File: src/rtl/mp_add_pkg.sv
// Shared constants and types for the multi-precision add sequencer.
// One word per clock. The result is held until the requester acknowledges it.
package mp_add_pkg;

  localparam int MP_WORD_W  = 16;
  localparam int WORDS_MIN  = 1;
  localparam int WORDS_MAX  = 16;

  typedef enum logic [1:0] {
    IDLE = 2'd0,
    RUN  = 2'd1,
    DONE = 2'd2
  } mp_state_e;

endpackage

File: src/rtl/mp_add_seq_if.sv
// Requester <-> sequencer bundle: start/ready request, operands, valid/ack result.
// Sub_in exists only when MPADD_SUB_EN is defined.
interface mp_add_seq_if
  import mp_add_pkg::*;
#(
  parameter int WORDS = 4
);

  logic                       Start_in;
  logic                       Ready_out;
  logic [MP_WORD_W*WORDS-1:0] A_in;
  logic [MP_WORD_W*WORDS-1:0] B_in;
  logic                       C_in;
`ifdef MPADD_SUB_EN
  logic                       Sub_in;
`endif
  logic                       Valid_out;
  logic                       Ack_in;
  logic [MP_WORD_W*WORDS-1:0] S_out;
  logic                       C_out;

  modport master (
    output Start_in, A_in, B_in, C_in, Ack_in,
`ifdef MPADD_SUB_EN
    output Sub_in,
`endif
    input  Ready_out, Valid_out, S_out, C_out
  );

  modport slave (
    input  Start_in, A_in, B_in, C_in, Ack_in,
`ifdef MPADD_SUB_EN
    input  Sub_in,
`endif
    output Ready_out, Valid_out, S_out, C_out
  );

endinterface

File: src/rtl/mp_add_seq_cla16.sv
// 16-bit two-level carry-lookahead adder (4-bit groups) shared by the sequencer.
// Purely combinational; no backpressure.
module CLA_16 (
  input  logic [15:0] a_in,
  input  logic [15:0] b_in,
  input  logic        c_in,
  output logic [15:0] s_out,
  output logic        c_out
);

  logic [15:0] g;
  logic [15:0] p;
  logic [3:0]  gg;
  logic [3:0]  pg;
  logic [4:0]  cg;

  assign g = a_in & b_in;
  assign p = a_in ^ b_in;

  always_comb begin
    gg = '0;
    pg = '0;
    for (int i = 0; i < 4; i++) begin
      gg[i] = g[4*i+3]
            | (p[4*i+3] & g[4*i+2])
            | (p[4*i+3] & p[4*i+2] & g[4*i+1])
            | (p[4*i+3] & p[4*i+2] & p[4*i+1] & g[4*i]);
      pg[i] = &p[4*i +: 4];
    end
  end

  // Group carries are flattened so no carry ripples across groups.
  assign cg[0] = c_in;
  assign cg[1] = gg[0] | (pg[0] & c_in);
  assign cg[2] = gg[1] | (pg[1] & gg[0]) | (pg[1] & pg[0] & c_in);
  assign cg[3] = gg[2] | (pg[2] & gg[1]) | (pg[2] & pg[1] & gg[0])
               | (pg[2] & pg[1] & pg[0] & c_in);
  assign cg[4] = gg[3] | (pg[3] & gg[2]) | (pg[3] & pg[2] & gg[1])
               | (pg[3] & pg[2] & pg[1] & gg[0])
               | (pg[3] & pg[2] & pg[1] & pg[0] & c_in);

  always_comb begin
    logic cc;
    s_out = '0;
    cc    = 1'b0;
    for (int i = 0; i < 4; i++) begin
      cc = cg[i];
      for (int j = 0; j < 4; j++) begin
        s_out[4*i+j] = p[4*i+j] ^ cc;
        cc           = g[4*i+j] | (p[4*i+j] & cc);
      end
    end
  end

  assign c_out = cg[4];

endmodule

File: src/rtl/mp_add_seq.sv
// Multi-precision adder: WORDS x 16-bit words through one CLA_16, LS word first; Valid WORDS cycles after accept.
// Result held in DONE until Ack; Start ignored outside IDLE. MPADD_SUB_EN adds Sub_in (A-B).
module mp_add_seq
  import mp_add_pkg::*;
#(
  parameter int WORDS = 4
) (
  input  logic         CLK_in,
  input  logic         RST_in,
  mp_add_seq_if.slave  bus
);

  localparam int KW = (WORDS > 1) ? $clog2(WORDS) : 1;

  typedef logic [WORDS-1:0][MP_WORD_W-1:0] words_t;

  mp_state_e      state_q, state_d;
  words_t         a_q, a_d;
  words_t         b_q, b_d;
  words_t         s_q, s_d;
  logic           carry_q, carry_d;
  logic           cout_q, cout_d;
  logic [KW-1:0]  k_q, k_d;
  logic           sub_q, sub_d;

  logic [MP_WORD_W-1:0] cla_a, cla_b, cla_s;
  logic                 cla_co;

  assign cla_a = a_q[k_q];
  assign cla_b = sub_q ? ~b_q[k_q] : b_q[k_q];

  CLA_16 u_cla (
    .a_in  (cla_a),
    .b_in  (cla_b),
    .c_in  (carry_q),
    .s_out (cla_s),
    .c_out (cla_co)
  );

  always_comb begin
    state_d = state_q;
    a_d     = a_q;
    b_d     = b_q;
    s_d     = s_q;
    carry_d = carry_q;
    cout_d  = cout_q;
    k_d     = k_q;
    sub_d   = sub_q;
    case (state_q)
      IDLE: begin
        if (bus.Start_in) begin
          state_d = RUN;
          a_d     = bus.A_in;
          b_d     = bus.B_in;
          s_d     = '0;
          cout_d  = 1'b0;
          k_d     = '0;
`ifdef MPADD_SUB_EN
          sub_d   = bus.Sub_in;
          carry_d = bus.Sub_in | bus.C_in;
`else
          sub_d   = 1'b0;
          carry_d = bus.C_in;
`endif
        end
      end
      RUN: begin
        s_d[k_q] = cla_s;
        carry_d  = cla_co;
        if (k_q == KW'(WORDS - 1)) begin
          state_d = DONE;
          cout_d  = cla_co;
          k_d     = '0;
        end else begin
          k_d = k_q + 1'b1;
        end
      end
      DONE: begin
        if (bus.Ack_in) state_d = IDLE;
      end
      default: state_d = IDLE;
    endcase
  end

  always_ff @(posedge CLK_in or posedge RST_in) begin
    if (RST_in) begin
      state_q <= IDLE;
      a_q     <= '0;
      b_q     <= '0;
      s_q     <= '0;
      carry_q <= 1'b0;
      cout_q  <= 1'b0;
      k_q     <= '0;
      sub_q   <= 1'b0;
    end else begin
      state_q <= state_d;
      a_q     <= a_d;
      b_q     <= b_d;
      s_q     <= s_d;
      carry_q <= carry_d;
      cout_q  <= cout_d;
      k_q     <= k_d;
      sub_q   <= sub_d;
    end
  end

  assign bus.Ready_out = (state_q == IDLE);
  assign bus.Valid_out = (state_q == DONE);
  assign bus.S_out     = s_q;
  assign bus.C_out     = cout_q;

endmodule
File: src/flat_wrapper.sv
// flat-port wrapper written by rule: the top's interface ports become plain ports
module mp_add_seq_flat import mp_add_pkg::*;
#(
  parameter int WORDS = 4
)
  (CLK_in, RST_in, bus_Start_in, bus_A_in, bus_B_in, bus_C_in, bus_Ack_in, bus_Ready_out, bus_Valid_out, bus_S_out, bus_C_out);
  mp_add_seq_if #(.WORDS(WORDS)) bus_i ();
  input  logic CLK_in;
  input  logic RST_in;
  input wire logic [$bits(bus_i.Start_in)-1:0] bus_Start_in;
  input wire logic [$bits(bus_i.A_in)-1:0] bus_A_in;
  input wire logic [$bits(bus_i.B_in)-1:0] bus_B_in;
  input wire logic [$bits(bus_i.C_in)-1:0] bus_C_in;
  input wire logic [$bits(bus_i.Ack_in)-1:0] bus_Ack_in;
  output wire logic [$bits(bus_i.Ready_out)-1:0] bus_Ready_out;
  output wire logic [$bits(bus_i.Valid_out)-1:0] bus_Valid_out;
  output wire logic [$bits(bus_i.S_out)-1:0] bus_S_out;
  output wire logic [$bits(bus_i.C_out)-1:0] bus_C_out;
  assign bus_i.Start_in = bus_Start_in;
  assign bus_i.A_in = bus_A_in;
  assign bus_i.B_in = bus_B_in;
  assign bus_i.C_in = bus_C_in;
  assign bus_i.Ack_in = bus_Ack_in;
  assign bus_Ready_out = bus_i.Ready_out;
  assign bus_Valid_out = bus_i.Valid_out;
  assign bus_S_out = bus_i.S_out;
  assign bus_C_out = bus_i.C_out;
  mp_add_seq #(.WORDS(WORDS)) u_core (.CLK_in(CLK_in), .RST_in(RST_in), .bus(bus_i));
endmodule
File: config.mk
export PLATFORM = sky130hd
export DESIGN_NAME = mp_add_seq_flat
export DESIGN_NICKNAME = d
export VERILOG_FILES = /design/src/rtl/mp_add_pkg.sv /design/src/rtl/mp_add_seq_if.sv /design/src/rtl/mp_add_seq_cla16.sv /design/src/rtl/mp_add_seq.sv /design/src/flat_wrapper.sv
export SDC_FILE = /design/constraint.sdc
export NUM_CORES = 1
export LEC_CHECK = 0
export CORE_AREA = 2 2 193 195
export CTS_CLUSTER_SIZE = 28
export DETAILED_ROUTE_END_ITERATION = 12
export DIE_AREA = 0 0 195 197
export PLACE_DENSITY = 0.47
export SYNTH_ARGS = -nofsm -noshare
export SYNTH_HDL_FRONTEND = slang
export SYNTH_HIERARCHICAL = 1
export SYNTH_SLANG_ARGS = --single-unit
File: constraint.sdc
create_clock -name CLK_in -period 9.4 [get_ports CLK_in]
set_input_delay 1.88 -clock CLK_in [delete_from_list [all_inputs] [get_ports CLK_in]]
set_output_delay 1.88 -clock CLK_in [all_outputs]
set_load 0.005 [all_outputs]
==> metrics.md <==
| Metric | Value |
|---|---|
| CTS tree | built |
| Final nets | 952 |
| Global route overflow | 0 |
| Core Rows | 70 |
| Ant diodes | 0 |
| Pins over their slew limit | 0 |
| Number of synthesized flops with an enable pin | 0 |
| Mapped Cells | 599 |
| CTS Buf Count | 17 |
| Post-Synthesis Cell Area | 8986 sq um |
| Avg Cell Area, Syn | 15.00 sq um |
| Top post-synthesis cells by count | dfrtp_1, mux2_1, a22o_1 |
| Vias in the first global route | 5989 |
| FMAX | 0.2192 GHz |
| Lkg Pwr | 4.967 nW |
| Clock skew | 14.38 ps |
| Status | completed |
| Finish-stage setup viols | 0 |
| Initial antenna violation count | 1 |
| P&R area growth vs syn | 33.97% |
| Place WS | 4573 ps |
| Starting Density | 24.78% |
| Final core utilization | 33.20% |
| TNS Setup | 0 ps |
| Drt total wl | 24.71 mm |
| Die Y-Extent | 197 um |
| Unique masters post-synth | 40 |
| Die area | 38420 sq um |
| Setup WS post-layout | 4838 ps |
| Global-route wire length before repair | 38.00 mm |
| Cts repair resizes | 0 |
| Final ANT Viol Nets | 0 |
| Worst slew pin tran | 1024 ps |
| Main synth FF type | dfrtp_1 |
| H-tree Lvls | 4 |
| VDD IR max | 0.1564 mV |
| Synth area leader | dfrtp_1 |
| Count leader, synth | dfrtp_1 |
| Root Driver | clkbuf_16 |
| CP Data Required Time | 9760 ps |
| # hold bufs at CTS | 0 |
| Crit-path max FO | 38 |
| Share of layout cells above drive strength 1 | 13.52% |
| Syn_nets | 765 |
| Drt drc | 0 |
| Slew margin rel. | 31.75% |
| YS warnings | 6 |
| WS Path Type | reg2reg |
| Count of final hold-check violations | 0 |
| Final weighted congestion in routability-driven placement | 0.6904 |
| PD cells | 412.5 nW/um^2 |
| Crit path arrival time | 4920 ps |
| Clk_lat worst skew | 450 ps |
| Port bufs | 199 |
| Ys async rst share | 100.0% |
| RSZ-0062 raised after global routing | no |
| Area share of the largest cell type after synthesis | 55.14% |
| Num Clock Sinks | 198 |
| Seq/Total Area, Yosys | 55.14% |
| Number of synthesized register bits | 198 |
| Setup crit end kind | flop |
| Die width | 195 um |
| Crit path launch type | flop |
| Top area cells in the synthesized netlist | dfrtp_1, mux2_1, mux4_2 |
| Hold Slack | 484.0 ps |
| Setup bufs post-CTS | 0 |
| Maxcap violations | 0 |
| Post-DR vias/cell | 4.385 |
| Total GRT Usage | 13.44% |
| HP Class | reg2reg |
| Largest net degree at the start of global routing | 129 |
| Final period utilization | 48.53% |
| Clk buf depth | 2 |
| DR pass1 iterations | 4 |
| Core ar. | 36260 sq um |
| IO Pins | 200 |
| Min cycle time layout | 4562 ps |
| Drt wl/cell | 19.50 um |
| Power, Total | 4.966 mW |
| Detailed router's first-iteration violation count | 272 |
| Worst-path clk slew | 80 ps |
| Vias | 5556 |
| Post-DP HPWL | 17.80 mm |
## layout by cell type, fill, tap and decap left out, types with 2 or more instances in the layout
master / Yosys / layout
clkdlybuf4s50_1: 0 / 199
dfrtp_1: 198 / 196
mux2_1: 101 / 101
a22o_1: 49 / 49
inv_1: 34 / 33
mux4_2: 32 / 32
mux2_2: 27 / 27
ha_1: 21 / 21
nand2_1: 20 / 20
clkbuf_16: 0 / 17
mux2i_1: 16 / 16
fa_1: 12 / 12
a21oi_1: 8 / 8
and3b_1: 5 / 5
nor2_1: 5 / 5
buf_4: 13 / 5
bufinv_16: 0 / 3
inv_8: 0 / 3
nor2_2: 3 / 3
nor2b_1: 3 / 3
clkinv_4: 0 / 2
clkbuf_1: 10 / 2
inv_6: 0 / 2
clkinvlp_4: 0 / 2
o21bai_1: 2 / 2
a32o_1: 2 / 2
o21ai_0: 2 / 2
nand2b_1: 2 / 2
dfrtp_2: 0 / 2
nor3_1: 2 / 2
xor2_1: 2 / 2
xnor2_1: 2 / 2
## final timing paths
check | startpoint | to | slack [ps] | depth (start not counted)
worst min register to register | u_core/a_q[38] | u_core/a_q[38] | 480 | 1
worst min-delay path | u_core/a_q[38] | u_core/a_q[38] | 480 | 1
worst max-delay path | u_core/k_q[0] | u_core/bus.S_out[63] | 4840 | 13
max in group asynchronous | RST_in | u_core/k_q[0] | 5900 | 3
worst max register to register | u_core/k_q[0] | u_core/bus.S_out[63] | 4840 | 13
min in group asynchronous | RST_in | u_core/bus.S_out[37] | 1970 | 2
## logic make-up (layout without fill, tap and decap cells)
kind of cell    count (synthesis)  count (layout)  share of synthesized area, %
flops                         198             198                         55.14
mux                           176             176                         25.84
compound gates                 70              70                         6.475
buf+inv                        70             270                         3.648
simple gates                   48              48                         2.910
fa+ha+maj                      33              33                         5.597
xor+xnor                        4               4                        0.3899
## per-stage QoR
stage / area [sq um] / std cells
2_1_floorplan: 8986 / 599
3_3_place_gp: 11420 / 1235
3_5_place_dp: 11420 / 1235
4_1_cts: 12040 / 1267
5_1_grt: 12040 / 1267
6_report: 12040 / 1267
## critical path, cell delays in order, from the launching register on
cell     delay [ps]
dfrtp_2         340
buf_4           630
mux4_2          650
ha_1            380
nand3_1          90
nor2_1           70
o31ai_2         240
nand3_2         170
fa_1            410
fa_1            380
fa_1            420
xor2_1          390
nand2_1         100
mux2i_1         160
## registers in the layout (all words and copies together) (netlist names)
name and flops:
u_core/a_q 64, u_core/b_q 64, u_core/bus.S_out 64, u_core/k_q 2, u_core/state_q 2, u_core/bus.C_out 1, u_core/carry_q 1
## report_power, final
group          internal (mW)  switching, mW  total, mW
sequential              1.26          0.223       1.49
combinational           1.28           1.43       2.71
clock                  0.432          0.341      0.773
## per-layer routing
metal,GRT usage [%],vias to the layer above,wire (um)
met1,17.64,2815,11130
met2,22.06,166,11970
met5,0,-,13
met4,4.495,2,364
met3,2.909,15,1236
li1,-,2558,-
## area by class of cell
| cell class | count | area (sq um) |
|---|---|---|
| Clock buffer | 20 | 446.7 |
| Multi-Input combinational cell | 331 | 3717 |
| Timing Repair Buffer | 204 | 2029 |
| Inverter | 34 | 135.1 |
| Sequential cell | 198 | 4957 |
| Tap cell | 468 | 585.6 |
| Clock inverter | 12 | 167.7 |
| Fill cell | 3643 | 24220 |
No activity file was read; power rests on OpenSTA's default activity.
